===== src/rtl/axis_mcp320x_scan.sv =====
// axis_mcp320x_scan: SPI scanner for MCP3204/MCP3208-class SAR ADCs.
// Each conversion is one SPI frame. The driver walks the set bits of the
// channel mask, lowest first, and presents every result on a single-register
// AXI4-Stream master. The channel index goes out on tuser, and tlast marks
// the last channel of each scan.
// SPI timing never waits for tready. A result that arrives while the
// previous beat is still held is dropped and counted as an overrun.
module axis_mcp320x_scan #(
   parameter int CHANNELS     = 4,
   parameter int DATA_BITS    = 12,
   parameter int SCLK_DIV     = 10,
   parameter int CS_IDLE_HALF = 2,
   parameter int SNGL_NDIFF   = 1
) (
   input  logic                aclk,
   input  logic                resetn,
   input  logic                enable,
   input  logic [CHANNELS-1:0] channel_mask,
   output logic                busy,
   output logic                overrun,
   output logic [15:0]         overrun_count,
   output logic [15:0]         m_axis_tdata,
   output logic [2:0]          m_axis_tuser,
   output logic                m_axis_tlast,
   output logic                m_axis_tvalid,
   input  logic                m_axis_tready,
   output logic                spi_sclk,
   output logic                spi_mosi,
   input  logic                spi_miso,
   output logic                spi_ss_n
);

   localparam int             PW         = (SCLK_DIV > 1) ? $clog2(SCLK_DIV) : 1;
   localparam logic [PW-1:0]  PRESC_LAST = PW'(SCLK_DIV - 1);
   localparam logic [4:0]     FRAME_C    = 5'(7 + DATA_BITS);
   localparam logic [4:0]     DATA_LO    = 5'd7;
   localparam logic [4:0]     DATA_HI    = 5'(7 + DATA_BITS);
   localparam logic [15:0]    GAP_LAST   = 16'(CS_IDLE_HALF - 1);
   localparam logic           SGL_BIT    = 1'(SNGL_NDIFF);

   typedef enum logic [2:0] {IDLE, SETUP, SHIFT, DONE, CS_GAP} state_t;

   state_t                state_q;
   logic [PW-1:0]         presc_q;
   logic [4:0]            bitCnt_q;
   logic [15:0]           gapCnt_q;
   logic                  sclk_q;
   logic                  mosi_q;
   logic                  ssN_q;
   logic                  wrap_q;
   logic [CHANNELS-1:0]   maskSnap_q;
   logic [2:0]            ptr_q;
   logic [DATA_BITS-1:0]  shift_q;
   logic                  overrun_q;
   logic [15:0]           ovCount_q;
   logic [15:0]           tdata_q;
   logic [2:0]            tuser_q;
   logic                  tlast_q;
   logic                  tvalid_q;

   logic                  tick_d;
   logic [2:0]            nextPtr_d;
   logic                  hasNext_d;
   logic [2:0]            firstPtr_d;
   logic                  cmdBit_d;

   // Half-period strobe from the prescaler.
   assign tick_d = (presc_q == PRESC_LAST);

   // Find the next set bit above the current pointer in the snapshotted mask,
   // and the lowest set bit of the live mask for the start of a scan.
   always_comb begin
      nextPtr_d  = '0;
      hasNext_d  = 1'b0;
      firstPtr_d = '0;
      for (int i = CHANNELS - 1; i >= 0; i--) begin
         if (maskSnap_q[i] && (3'(i) > ptr_q)) begin
            nextPtr_d = 3'(i);
            hasNext_d = 1'b1;
         end
         if (channel_mask[i]) begin
            firstPtr_d = 3'(i);
         end
      end
   end

   // Command bit for the next rising edge: start, SGL/DIFF, D2, D1, D0, then zeros.
   always_comb begin
      cmdBit_d = 1'b0;
      case (bitCnt_q + 5'd1)
         5'd1:    cmdBit_d = 1'b1;
         5'd2:    cmdBit_d = SGL_BIT;
         5'd3:    cmdBit_d = (CHANNELS > 4) ? ptr_q[2] : 1'b0;
         5'd4:    cmdBit_d = ptr_q[1];
         5'd5:    cmdBit_d = ptr_q[0];
         default: cmdBit_d = 1'b0;
      endcase
   end

   // Frame sequencer, SPI pins and AXI-Stream output register.
   always_ff @(posedge aclk) begin
      if (!resetn) begin
         state_q    <= IDLE;
         presc_q    <= '0;
         bitCnt_q   <= '0;
         gapCnt_q   <= '0;
         sclk_q     <= 1'b0;
         mosi_q     <= 1'b0;
         ssN_q      <= 1'b1;
         wrap_q     <= 1'b0;
         maskSnap_q <= '0;
         ptr_q      <= '0;
         shift_q    <= '0;
         overrun_q  <= 1'b0;
         ovCount_q  <= '0;
         tdata_q    <= '0;
         tuser_q    <= '0;
         tlast_q    <= 1'b0;
         tvalid_q   <= 1'b0;
      end else begin
         overrun_q <= 1'b0;

         if (state_q == IDLE || state_q == DONE || tick_d) begin
            presc_q <= '0;
         end else begin
            presc_q <= presc_q + 1'b1;
         end

         case (state_q)
            IDLE: begin
               if (enable && (|channel_mask)) begin
                  maskSnap_q <= channel_mask;
                  ptr_q      <= firstPtr_d;
                  ssN_q      <= 1'b0;
                  mosi_q     <= 1'b1;
                  sclk_q     <= 1'b0;
                  state_q    <= SETUP;
               end
            end
            SETUP: begin
               if (tick_d) begin
                  bitCnt_q <= '0;
                  state_q  <= SHIFT;
               end
            end
            SHIFT: begin
               if (tick_d) begin
                  if (!sclk_q) begin
                     sclk_q <= 1'b1;
                     if (bitCnt_q >= DATA_LO && bitCnt_q < DATA_HI) begin
                        shift_q <= {shift_q[DATA_BITS-2:0], spi_miso};
                     end
                     bitCnt_q <= bitCnt_q + 5'd1;
                  end else begin
                     sclk_q <= 1'b0;
                     if (bitCnt_q == FRAME_C) begin
                        mosi_q  <= 1'b0;
                        state_q <= DONE;
                     end else begin
                        mosi_q <= cmdBit_d;
                     end
                  end
               end
            end
            DONE: begin
               ssN_q    <= 1'b1;
               wrap_q   <= !hasNext_d;
               gapCnt_q <= '0;
               if (hasNext_d) begin
                  ptr_q <= nextPtr_d;
               end
               state_q <= CS_GAP;
            end
            CS_GAP: begin
               if (tick_d) begin
                  if (gapCnt_q == GAP_LAST) begin
                     if (!wrap_q) begin
                        ssN_q   <= 1'b0;
                        mosi_q  <= 1'b1;
                        state_q <= SETUP;
                     end else if (enable && (|channel_mask)) begin
                        maskSnap_q <= channel_mask;
                        ptr_q      <= firstPtr_d;
                        ssN_q      <= 1'b0;
                        mosi_q     <= 1'b1;
                        state_q    <= SETUP;
                     end else begin
                        state_q <= IDLE;
                     end
                  end else begin
                     gapCnt_q <= gapCnt_q + 16'd1;
                  end
               end
            end
            default: state_q <= IDLE;
         endcase

         if (state_q == DONE) begin
            if (!tvalid_q || m_axis_tready) begin
               tdata_q  <= 16'(shift_q);
               tuser_q  <= ptr_q;
               tlast_q  <= !hasNext_d;
               tvalid_q <= 1'b1;
            end else begin
               overrun_q <= 1'b1;
               if (ovCount_q != 16'hFFFF) begin
                  ovCount_q <= ovCount_q + 16'd1;
               end
            end
         end else if (tvalid_q && m_axis_tready) begin
            tvalid_q <= 1'b0;
         end
      end
   end

   assign busy          = (state_q != IDLE);
   assign overrun       = overrun_q;
   assign overrun_count = ovCount_q;
   assign m_axis_tdata  = tdata_q;
   assign m_axis_tuser  = tuser_q;
   assign m_axis_tlast  = tlast_q;
   assign m_axis_tvalid = tvalid_q;
   assign spi_sclk      = sclk_q;
   assign spi_mosi      = mosi_q;
   assign spi_ss_n      = ssN_q;

endmodule


===== config.mk =====
export PLATFORM = sky130hd
export DESIGN_NAME = axis_mcp320x_scan
export DESIGN_NICKNAME = d
export VERILOG_FILES = /design/src/rtl/axis_mcp320x_scan.sv
export SDC_FILE = /design/constraint.sdc
export NUM_CORES = 1
export LEC_CHECK = 0
export ABC_AREA = 0
export ABC_CLOCK_PERIOD_IN_PS = 2300
export BUFFER_PORTS_ARGS = -buffer_cell sky130_fd_sc_hd__buf_2
export CAP_MARGIN = 0
export CELL_PAD_IN_SITES_DETAIL_PLACEMENT = 0
export CELL_PAD_IN_SITES_GLOBAL_PLACEMENT = 1
export CORE_MARGIN = 2
export CORE_UTILIZATION = 43
export DETAILED_ROUTE_END_ITERATION = 16
export PLACE_DENSITY_LB_ADDON = 0.25
export SETUP_SLACK_MARGIN = 0.02
export SLEW_MARGIN = 25
export SYNTH_ARGS = -nofsm -noshare
export SYNTH_HDL_FRONTEND = slang
export SYNTH_SLANG_ARGS = --single-unit

===== constraint.sdc =====
create_clock -name aclk -period 2.3 [get_ports aclk]
set_input_delay 0.115 -clock aclk [delete_from_list [all_inputs] [get_ports aclk]]
set_output_delay 0.115 -clock aclk [all_outputs]
set_load 0.005 [all_outputs]

==> results by group, run 1 <==
GRT
  – Gr usage total: 0.183
  – First-pass GRT wire length: 14800 um
  – Initial antenna violation count: 0
  – Grt ovf: 0
  – Largest net degree at the start of global routing: 38
  – Vias in the first global route: 3118

STA
  – Max frequency: 0.479 GHz
  – Setup violations, final: 0
  – Setup TNS Final: 0 ps
  – Slew Limit Fails: 0
  – Post-Route Skew: 15.0 ps
  – Fin crit share: 0.908
  – Hold Vio Cnt, Final: 0
  – RSZ-0062 raised after global routing: no
  – Slew headroom: 0.525
  – Tightest Pin Transition: 712 ps
  – Clock period minus worst slack: 2090 ps
  – Fin worst setup slack: 211 ps

Setup path
  – Worst EP arrival: 2340 ps
  – Reg2reg start: presc_q[1]
  – Req. time, crit path: 2550 ps
  – Critical path fanouts, max: 15
  – CP Capture Type: flop
  – Crit path buf inv count: 1
  – Startpoint Class: flop
  – Max incr delay on CP: 590 ps
  – CP Launch Point: presc_q[1]
  – Family with the most delay on the worst path: compound AO/OA/AOI/OAI gates
  – Slowest-stage cell, CP: a21oi_2
  – Critical-path cell list: inv_1 -> ha_1 -> and3b_1 -> a21oi_2 -> a21oi_1 -> a31o_2
  – Worst Setup Path Type: flop to flop
  – Worst reg-to-reg setup slack: 210 ps

Floorplan
  – Die W: 100 um
  – Chip Height: 100 um
  – Initial Utilization: 0.439
  – Core area: 0.00911 mm2
  – Rows: 35
  – I/O pin cnt: 51
  – DIE AREA: 0.0101 mm2

Synthesis
  – Most frequent cell after synthesis: dfxtp_1
  – Synthesized area: 0.00400 mm2
  – Yosys top cell area share: 0.411
  – Syn avg cell area: 8.52 um2
  – Ranking of synthesized cells by area: dfxtp_1, nand2_1, a21oi_1, mux2i_1, xnor2_1
  – Register area share after synthesis: 0.411
  – Distinct cells, synth: 62
  – Flops & latches, synth: 82
  – Synth Instances: 469
  – Post-synth top flop: dfxtp_1
  – Area leader, netlist: dfxtp_1
  – Synth cell count leaders: dfxtp_1, nand2_1, nor2_1
  – Asr flop ratio synth: 0
  – Yosys warns: 0
  – EDFF count, synth: 0

Route
  – WL final: 8820 um
  – Routed length per placed instance: 14.0 um
  – Drt first pass iters: 4
  – Final ANT Viol Nets: 0
  – Via count: 3386
  – Routed vias/inst: 5.39
  – Residual DRC: 0
  – DRT iter0 DRCs: 139

CTS
  – Clock slew at reported path FFs: 90 ps
  – Setup Buffers After CTS: 0
  – Post-CTS resize count: 0
  – CTS tree: done
  – Worst-skew pair later-pin latency: 360 ps
  – Max Root-Sink Buffers: 2
  – CTS sink count: 82
  – Clock root cell: clkbuf_8
  – H-tree Lvls: 3
  – Cts bufs inserted: 9

Placed design
  – PortBufs: 45
  – Post-place setup slack: 184 ps
  – GP Congestion: 0.849
  – Detail Placement HPWL: 6250 um
  – Placed Area: 0.00432 mm2

Final layout
  – Fin area: 0.00456 mm2
  – Share of post-route cells with drive strength above 1: 0.170
  – Area grow syn2layout: 14.1%
  – Fin nets: 530
  – Fillers: 892
  – Antenna cells: 0

Hold path
  – Hold Path Class: primary input to flop
  – Hold Path Origin: channel_mask[2]

Power and ir drop
  – P_leak: 1.87 nW
  – Maximum VDD drop: 0.000284 V
  – Pwr dens: 646 mW/mm2

Run status
  – Status: finished, final reports clean

Run
  – Max-cap viol count: 0
worst register-to-register path: stages (launching register included):
cell,delay (ps)
dfxtp_1,360
inv_1,50
ha_1,210
and3b_1,270
a21oi_2,590
a21oi_1,220
a31o_2,290
metrics by stage:
step                total power [W]   util  instances  hold WS [ps]
floorplan                   0.00169      -        473           254
global placement            0.00177  0.475        611           369
detailed placement          0.00177  0.475        611           373
CTS                         0.00298  0.501        628          37.2
global route                0.00307  0.501        628          66.3
finish                      0.00295  0.501        628          54.9
layout make-up:
class,instances,area (um2),share of cell area
multi-input cells,353,2190,0.481
clock inverters,7,105,0.0230
inverters,10,37.5,0.00823
clock buffers,9,124,0.0272
flip-flops and latches,82,1640,0.360
repair buffers,56,323,0.0708
well taps,111,139,0.0304
per-layer routing:
metal	vias to the layer above	routed length [um]	track usage
met5	-	0	0
met3	14	268	0.0327
met4	0	157	0.0801
met1	1587	4450	0.255
li1	1734	-	-
met2	51	3940	0.278
final timing paths:
| path | endpoint | cells past startpoint |
|---|---|---|
| max | gapCnt_q[2] | 6 |
| min | maskSnap_q[2] | 3 |
| max reg2reg | gapCnt_q[2] | 6 |
| min reg2reg | m_axis_tdata[10] | 2 |
layout by cell type, fill, tap and decap left out, types with 3 or more instances in the layout:
master,count
nand2b_1,6
nand2_1,62
mux2i_1,19
clkbuf_8,9
xor2_1,5
inv_1,10
nand3_1,17
nor4_1,8
nand4_1,10
and2_1,3
nor2_1,47
and3_1,5
buf_4,9
a21o_1,4
a211oi_1,3
nor3_1,11
a311oi_1,3
or3_1,7
xnor2_1,21
conb_1,5
and4_1,5
nor2b_1,4
ha_1,9
a31oi_1,4
dfxtp_1,82
a21oi_1,38
buf_2,45
inv_6,3
nor4b_1,4
a22oi_1,3
o21ai_0,13
sequential cells by signal, summed over array words and instances, names as in the netlist:
| name | flops |
|---|---|
| overrun_count | 16 |
| presc_q | 4 |
| spi_ss_n | 1 |
| m_axis_tlast | 1 |
| spi_sclk | 1 |
| gapCnt_q | 16 |
| overrun | 1 |
| state_q | 3 |
| maskSnap_q | 3 |
| m_axis_tdata | 12 |
| shift_q | 12 |
| ptr_q | 2 |
| m_axis_tvalid | 1 |
| spi_mosi | 1 |
| bitCnt_q | 5 |
| m_axis_tuser | 2 |
| wrap_q | 1 |
cell families (layout without fill, tap and decap cells):
| family | Yosys count | after routing | synth area share |
|---|---|---|---|
| and+or+nand+nor | 207 | 207 | 0.273 |
| adders and majority gates | 9 | 9 | 0.0282 |
| AOI/OAI and AO/OA | 86 | 86 | 0.135 |
| xor gates and xnor gates | 26 | 26 | 0.0570 |
| DFF | 82 | 82 | 0.411 |
| muxes | 20 | 20 | 0.0504 |
| buffers and inverters | 38 | 82 | 0.0448 |
| other | 1 | 5 | 0.000938 |
power by group:
group          internal (W)  switching [W]  total (W)  leakage, nW
combinational      0.000113       0.000152   0.000265         1.10
clock              0.000631       0.000577    0.00121        0.113
sequential          0.00145      0.0000272    0.00147        0.662
total               0.00219       0.000756    0.00295         1.87
repair_timing:
action,4_1_cts,5_1_grt
setup endpoints to repair,0,0
endpoints found under the hold margin,1,0
hold buffers,1,0
No activity file was read; power rests on OpenSTA's default activity.
==> run 2, diff against run 1 <==
Settings changed: CORE_MARGIN 2 to 5.
==> run 2 against run 1 <==
Against the previous run: cell count increased by 0.80%; hold slack better by 2.8 ps; sequential power is essentially flat; critical endpoint unchanged; sequential share of layout area down 0.25 points; setup slack improved by 25 ps.
==> results by group, run 2 (synthesized netlist as in run 1, its figures left out) <==
Run status
  – Status: finished, final reports clean

Route
  – Top Metal Used: met4
  – Met2 WL: 4150 um (+5.2%)
  – DRT iter0 DRCs: 131 (-5.8%)
  – Final ANT Viol Nets: 0 (unchanged)
  – Routed vias/inst: 5.36 (-0.61%)
  – Routed length per placed instance: 14.4 um (+2.8%)
  – WL final: 9140 um (+3.6%)
  – M1 wire length: 4530 um (+1.8%)
  – Via count: 3392 (+0.18%)
  – DR WL met3: 281 um (+4.9%)
  – Drt first pass iters: 4 (unchanged)
  – Residual DRC: 0 (unchanged)

STA
  – Slew headroom: 0.504 (-0.0212)
  – Fin crit share: 0.897 (-0.0108)
  – Max frequency: 0.485 GHz (+1.2%)
  – Clock period minus worst slack: 2060 ps (-24.9 ps)
  – Setup violations, final: 0 (unchanged)
  – Tightest Pin Transition: 744 ps (+31.8 ps)
  – Slew Limit Fails: 0 (unchanged)
  – RSZ-0062 raised after global routing: no
  – Hold Vio Cnt, Final: 0 (unchanged)
  – Setup TNS Final: 0 ps (unchanged)
  – Post-Route Skew: 11.4 ps (-3.63 ps)

Setup path
  – Req. time, crit path: 2550 ps (about the same)
  – Critical path fanouts, max: 15 (unchanged)
  – Worst EP arrival: 2320 ps (-20 ps)
  – Startpoint Class: flop
  – CP Capture Type: flop
  – Worst Setup Path Type: flop to flop

CTS
  – Setup Buffers After CTS: 0 (unchanged)
  – Clock slew at reported path FFs: 90 ps (about the same)
  – Worst-skew pair later-pin latency: 350 ps (about the same)
  – Post-cts hold buffer count: 1 (unchanged)
  – H-tree Lvls: 3 (unchanged)
  – CTS tree: done
  – CTS sink count: 82 (unchanged)
  – Cts bufs inserted: 9 (unchanged)
  – Post-CTS resize count: 0 (unchanged)
  – Max Root-Sink Buffers: 2 (unchanged)
  – Clock root cell: clkbuf_8

Floorplan
  – Chip Height: 106 um (+6.0%)
  – I/O pin cnt: 51 (unchanged)
  – Rows: 35 (unchanged)
  – Die W: 106 um (+6.0%)
  – Initial Utilization: 0.437 (-0.00210)
  – DIE AREA: 0.0113 mm2 (+12%)
  – Core area: 0.00915 mm2 (+0.48%)

GRT
  – Grt ovf: 0 (unchanged)
  – Gr usage total: 0.166 (-0.0177)
  – Initial antenna violation count: 0 (unchanged)
  – Largest net degree at the start of global routing: 24 (-37%)
  – First-pass GRT wire length: 15500 um (+4.2%)
  – Vias in the first global route: 3249 (+4.2%)

Final layout
  – Area grow syn2layout: 14.9%
  – Final core occ: 0.502 (+0.00102)
  – Fin nets: 535 (+0.94%)
  – Share of post-route cells with drive strength above 1: 0.178 (+0.00795)
  – Commonest non-fill, non-tap cell in the layout: dfxtp_1
  – Most frequent cells in the layout: dfxtp_1, nand2_1, nor2_1
  – Antenna cells: 0 (unchanged)

Placed design
  – PortBufs: 45 (unchanged)
  – Detail Placement HPWL: 6570 um (+5.1%)
  – GP Congestion: 0.848 (about the same)

Power and ir drop
  – Maximum VDD drop: 0.000333 V (+17%)
  – Pwr dens: 644 mW/mm2 (-0.30%)
  – Total Power: 0.00296 W (+0.38%)
  – P_leak: 1.90 nW (+1.4%)

Hold path
  – Hold Path Class: primary input to flop

Run
  – Max-cap viol count: 0 (unchanged)
==> run 2: cell count changes in the layout (fill, tap and decap cells not counted), sizes merged <==
cell / previous run / this run
inv: 14 / 13
clkinv: 0 / 2
clkinvlp: 1 / 0
buf: 55 / 60
==> run 2: worst paths after layout <==
path,startpoint,end,slack (ps),cells after the start
setup reg to reg,presc_q[1],gapCnt_q[2],240,6
hold / removal,channel_mask[2],maskSnap_q[2],60,3
setup / recovery,presc_q[1],gapCnt_q[2],240,6
hold reg to reg,shift_q[6],m_axis_tdata[6],450,2
==> run 2: area by class of cell <==
type                    instances  area (um2)
fillers                       910        4560
repair buffers                 61         348
clock inverters                 7         111
inverters                      10        37.5
flip-flops and latches         82        1640
multi-input cells             353        2190
well taps                     111         139
clock buffers                   9         124
==> run 2: worst max-delay path, stage by stage (launching register included) <==
cell and delay (ps):
dfxtp_1 360, inv_1 50, ha_1 220, and3b_1 230
a21oi_2 590, a21oi_1 230, a31o_2 290
==> run 2: stage by stage <==
| step | setup slack [ps] | area (um2) | hold WS, ps | cells |
|---|---|---|---|---|
| after floorplan | 565 | 4010 | 254 | 473 |
| after global placement | 281 | 4350 | 368 | 616 |
| after detailed placement | 267 | 4350 | 376 | 616 |
| after CTS | 233 | 4590 | 49.6 | 633 |
| after global routing | 82.4 | 4590 | 71.4 | 633 |
| final | 236 | 4590 | 57.8 | 633 |
==> run 2: routing by layer <==
metal,vias up,track usage
met2,43,0.267
met3,15,0.0291
met5,-,0
li1,1739,-
met1,1595,0.221
met4,0,0.0648
==> run 2: power by group <==
group / leakage (nW) / internal [W] / total [W] / switching (W)
sequential: 0.662 / 0.00145 / 0.00148 / 0.0000292
combinational: 1.12 / 0.000113 / 0.000264 / 0.000151
clock: 0.118 / 0.000634 / 0.00122 / 0.000583
==> run 3, diff against run 2 <==
Settings changed: ABC_CLOCK_PERIOD_IN_PS 2300 to 2100.
Clock period 2.3 ns to 2.1 ns, I/O delays scaled along.
==> run 3 against run 2 <==
Against the previous run: flip-flop and latch count stayed put; count of clock-buffer cells in the layout unchanged; design area up 0.16%; combinational power is 2% higher; total power increased by 3.1%; hold slack got worse by 16 ps; sequential power up 10%; clock skew fell by 0.90 ps; utilization up 0.082 points; die area did not move; routed wire length rose by 2.1%; clock power down 6%; largest power group unchanged; highest routed layer unchanged.
==> results by group, run 3 (synthesized netlist as in run 1, its figures left out) <==
CTS
  – Clock root cell: clkbuf_8
  – Cts bufs inserted: 9 (unchanged)
  – Max Root-Sink Buffers: 2 (unchanged)
  – Clock slew at reported path FFs: 90 ps (about the same)
  – CTS sink count: 82 (unchanged)
  – H-tree Lvls: 3 (unchanged)
  – CTS tree: done
  – Worst-skew pair later-pin latency: 370 ps (+20 ps)

Route
  – Via count: 3443 (+1.5%)
  – Residual DRC: 0 (unchanged)
  – Routed vias/inst: 5.41 (+0.87%)
  – Final ANT Viol Nets: 0 (unchanged)
  – Routed length per placed instance: 14.6 um (+1.4%)
  – WL final: 9330 um (+2.1%)
  – Drt first pass iters: 4 (unchanged)
  – DRT iter0 DRCs: 178 (+36%)

GRT
  – Largest net degree at the start of global routing: 24 (unchanged)
  – Gr usage total: 0.173 (+0.00697)
  – Grt ovf: 0 (unchanged)
  – Initial antenna violation count: 0 (unchanged)
  – Vias in the first global route: 3316 (+2.1%)
  – First-pass GRT wire length: 16100 um (+4.0%)

STA
  – Setup TNS Final: 0 ps (unchanged)
  – Setup violations, final: 0 (unchanged)
  – Hold Slack: 41.8 ps (-16.0 ps)
  – Slew headroom: 0.586 (+0.0822)
  – Hold Vio Cnt, Final: 0 (unchanged)
  – Fin crit share: 0.898 (+0.00103)
  – Slew Limit Fails: 0 (unchanged)
  – Post-Route Skew: 10.5 ps (-0.903 ps)
  – RSZ-0062 raised after global routing: yes
  – Tightest Pin Transition: 620 ps (-124 ps)
  – Max frequency: 0.530 GHz (+9.4%)
  – Clock period minus worst slack: 1890 ps (-177 ps)

Hold path
  – Hold Path Origin: channel_mask[3]
  – Worst hold path endpoint: maskSnap_q[3]
  – Hold path cells: 3 (unchanged)
  – Hold Path Class: primary input to flop

Final layout
  – Commonest non-fill, non-tap cell in the layout: dfxtp_1
  – Share of post-route cells with drive strength above 1: 0.190 (+0.0120)
  – Multi-input logic area: 0.00221 mm2 (+0.69%)
  – Fillers: 871 (-4.3%)
  – Fin nets: 539 (+0.75%)
  – Area grow syn2layout: 15.1%
  – Final core occ: 0.503 (+0.000820)
  – Sequential Area: 0.00164 mm2 (unchanged)
  – Antenna cells: 0 (unchanged)
  – Most frequent cells in the layout: dfxtp_1, nand2_1, nor2_1
  – Fin area: 0.00460 mm2 (+0.16%)

Power and ir drop
  – Int Pwr: 0.00217 W (-0.91%)
  – Combinational share of power: 0.088 (about the same)
  – Sequential Power Share: 0.536 (+0.037)
  – P_leak: 1.91 nW (+0.48%)
  – Sw power: 0.000876 W (+15%)
  – Total Power: 0.00305 W (+3.1%)
  – Pwr dens: 663 mW/mm2 (+2.9%)
  – Clock share of power: 0.376 (-0.036)
  – Maximum VDD drop: 0.000334 V (+0.33%)
  – Switching fraction of total power: 0.287 (+0.0289)

Placed design
  – GP Congestion: 0.841 (-0.85%)
  – Placed Area: 0.00436 mm2 (+0.17%)
  – PortBufs: 45 (unchanged)
  – Detail Placement HPWL: 6560 um (-0.18%)

Setup path
  – Req. time, crit path: 2350 ps (-200 ps)
  – R2R cell count: 7 (+1)
  – R2r endpoint: overrun_count[4]
  – Worst EP arrival: 2140 ps (-180 ps)
  – Critical path fanouts, max: 6 (-9)
  – CP Capture Type: flop
  – Startpoint Class: flop
  – Worst Setup Path Type: flop to flop
  – Worst reg-to-reg setup slack: 210 ps (-20 ps)
  – Reg2reg start: overrun_count[0]

Floorplan
  – Chip Height: 106 um (unchanged)
  – I/O pin cnt: 51 (unchanged)
  – DIE AREA: 0.0113 mm2 (unchanged)
  – Die W: 106 um (unchanged)
  – Rows: 35 (unchanged)
  – Core area: 0.00915 mm2 (unchanged)
  – Initial Utilization: 0.437 (unchanged)

Run
  – Max-cap viol count: 0 (unchanged)

Run status
  – Status: finished, final reports clean
run 3: power groups by stage:
| stage | Combinational, W | Sequential, W | Clock [W] |
|---|---|---|---|
| after CTS | 0.000268 | 0.00163 | 0.00118 |
| after global placement | 0.000264 | 0.00167 | 0 |
| after detailed placement | 0.000266 | 0.00167 | 0 |
| after global routing | 0.000297 | 0.00164 | 0.00125 |
| after floorplan | 0.000203 | 0.00165 | 0 |
| final | 0.000268 | 0.00163 | 0.00115 |
run 3: stage by stage:
stage	setup slack [ps]	instances
after detailed placement	116	617
final	213	637
after floorplan	365	473
after CTS	104	634
after global routing	2.45	637
after global placement	197	617
run 3: layer usage:
metal,track usage,vias up,wire length [um]
li1,-,1747,-
met1,0.233,1624,4340
met2,0.273,61,4430
met3,0.0486,11,424
met4,0.0447,0,129
met5,0,-,0
run 3: timing repair:
action | CTS | global route
setup endpoints to repair | 0 | 7
hold endpoints to repair | 1 | 0
buffers inserted | 0 | 3
gates resized for setup | 0 | 4
hold buffers | 1 | 0
run 3: worst max-delay path by stage:
stage	from	cells past startpoint	end	slack, ps
4_1_cts	presc_q[0]	7	gapCnt_q[9]	100
5_1_grt	overrun_count[0]	7	overrun_count[4]	2
3_3_place_gp	presc_q[0]	7	gapCnt_q[9]	200
6_report	overrun_count[0]	7	overrun_count[4]	210
3_5_place_dp	presc_q[0]	7	gapCnt_q[9]	120
2_1_floorplan	bitCnt_q[0]	8	shift_q[10]	370
run 3: layout make-up:
class,instances,share of cell area
Tap cell,111,0.0302
Inverter,10,0.00816
Multi-Input combinational cell,353,0.480
Clock buffer,9,0.0269
Timing Repair Buffer,65,0.0821
Clock inverter,7,0.0160
Sequential cell,82,0.357
run 3: worst max-delay path, cell delays in order, from the launching register on:
cell      delay (ps)
dfxtp_1          420
ha_1             190
nand3_1          190
nor3_2           460
buf_4            210
a21boi_1          70
xnor2_1          180
nor2_1            60
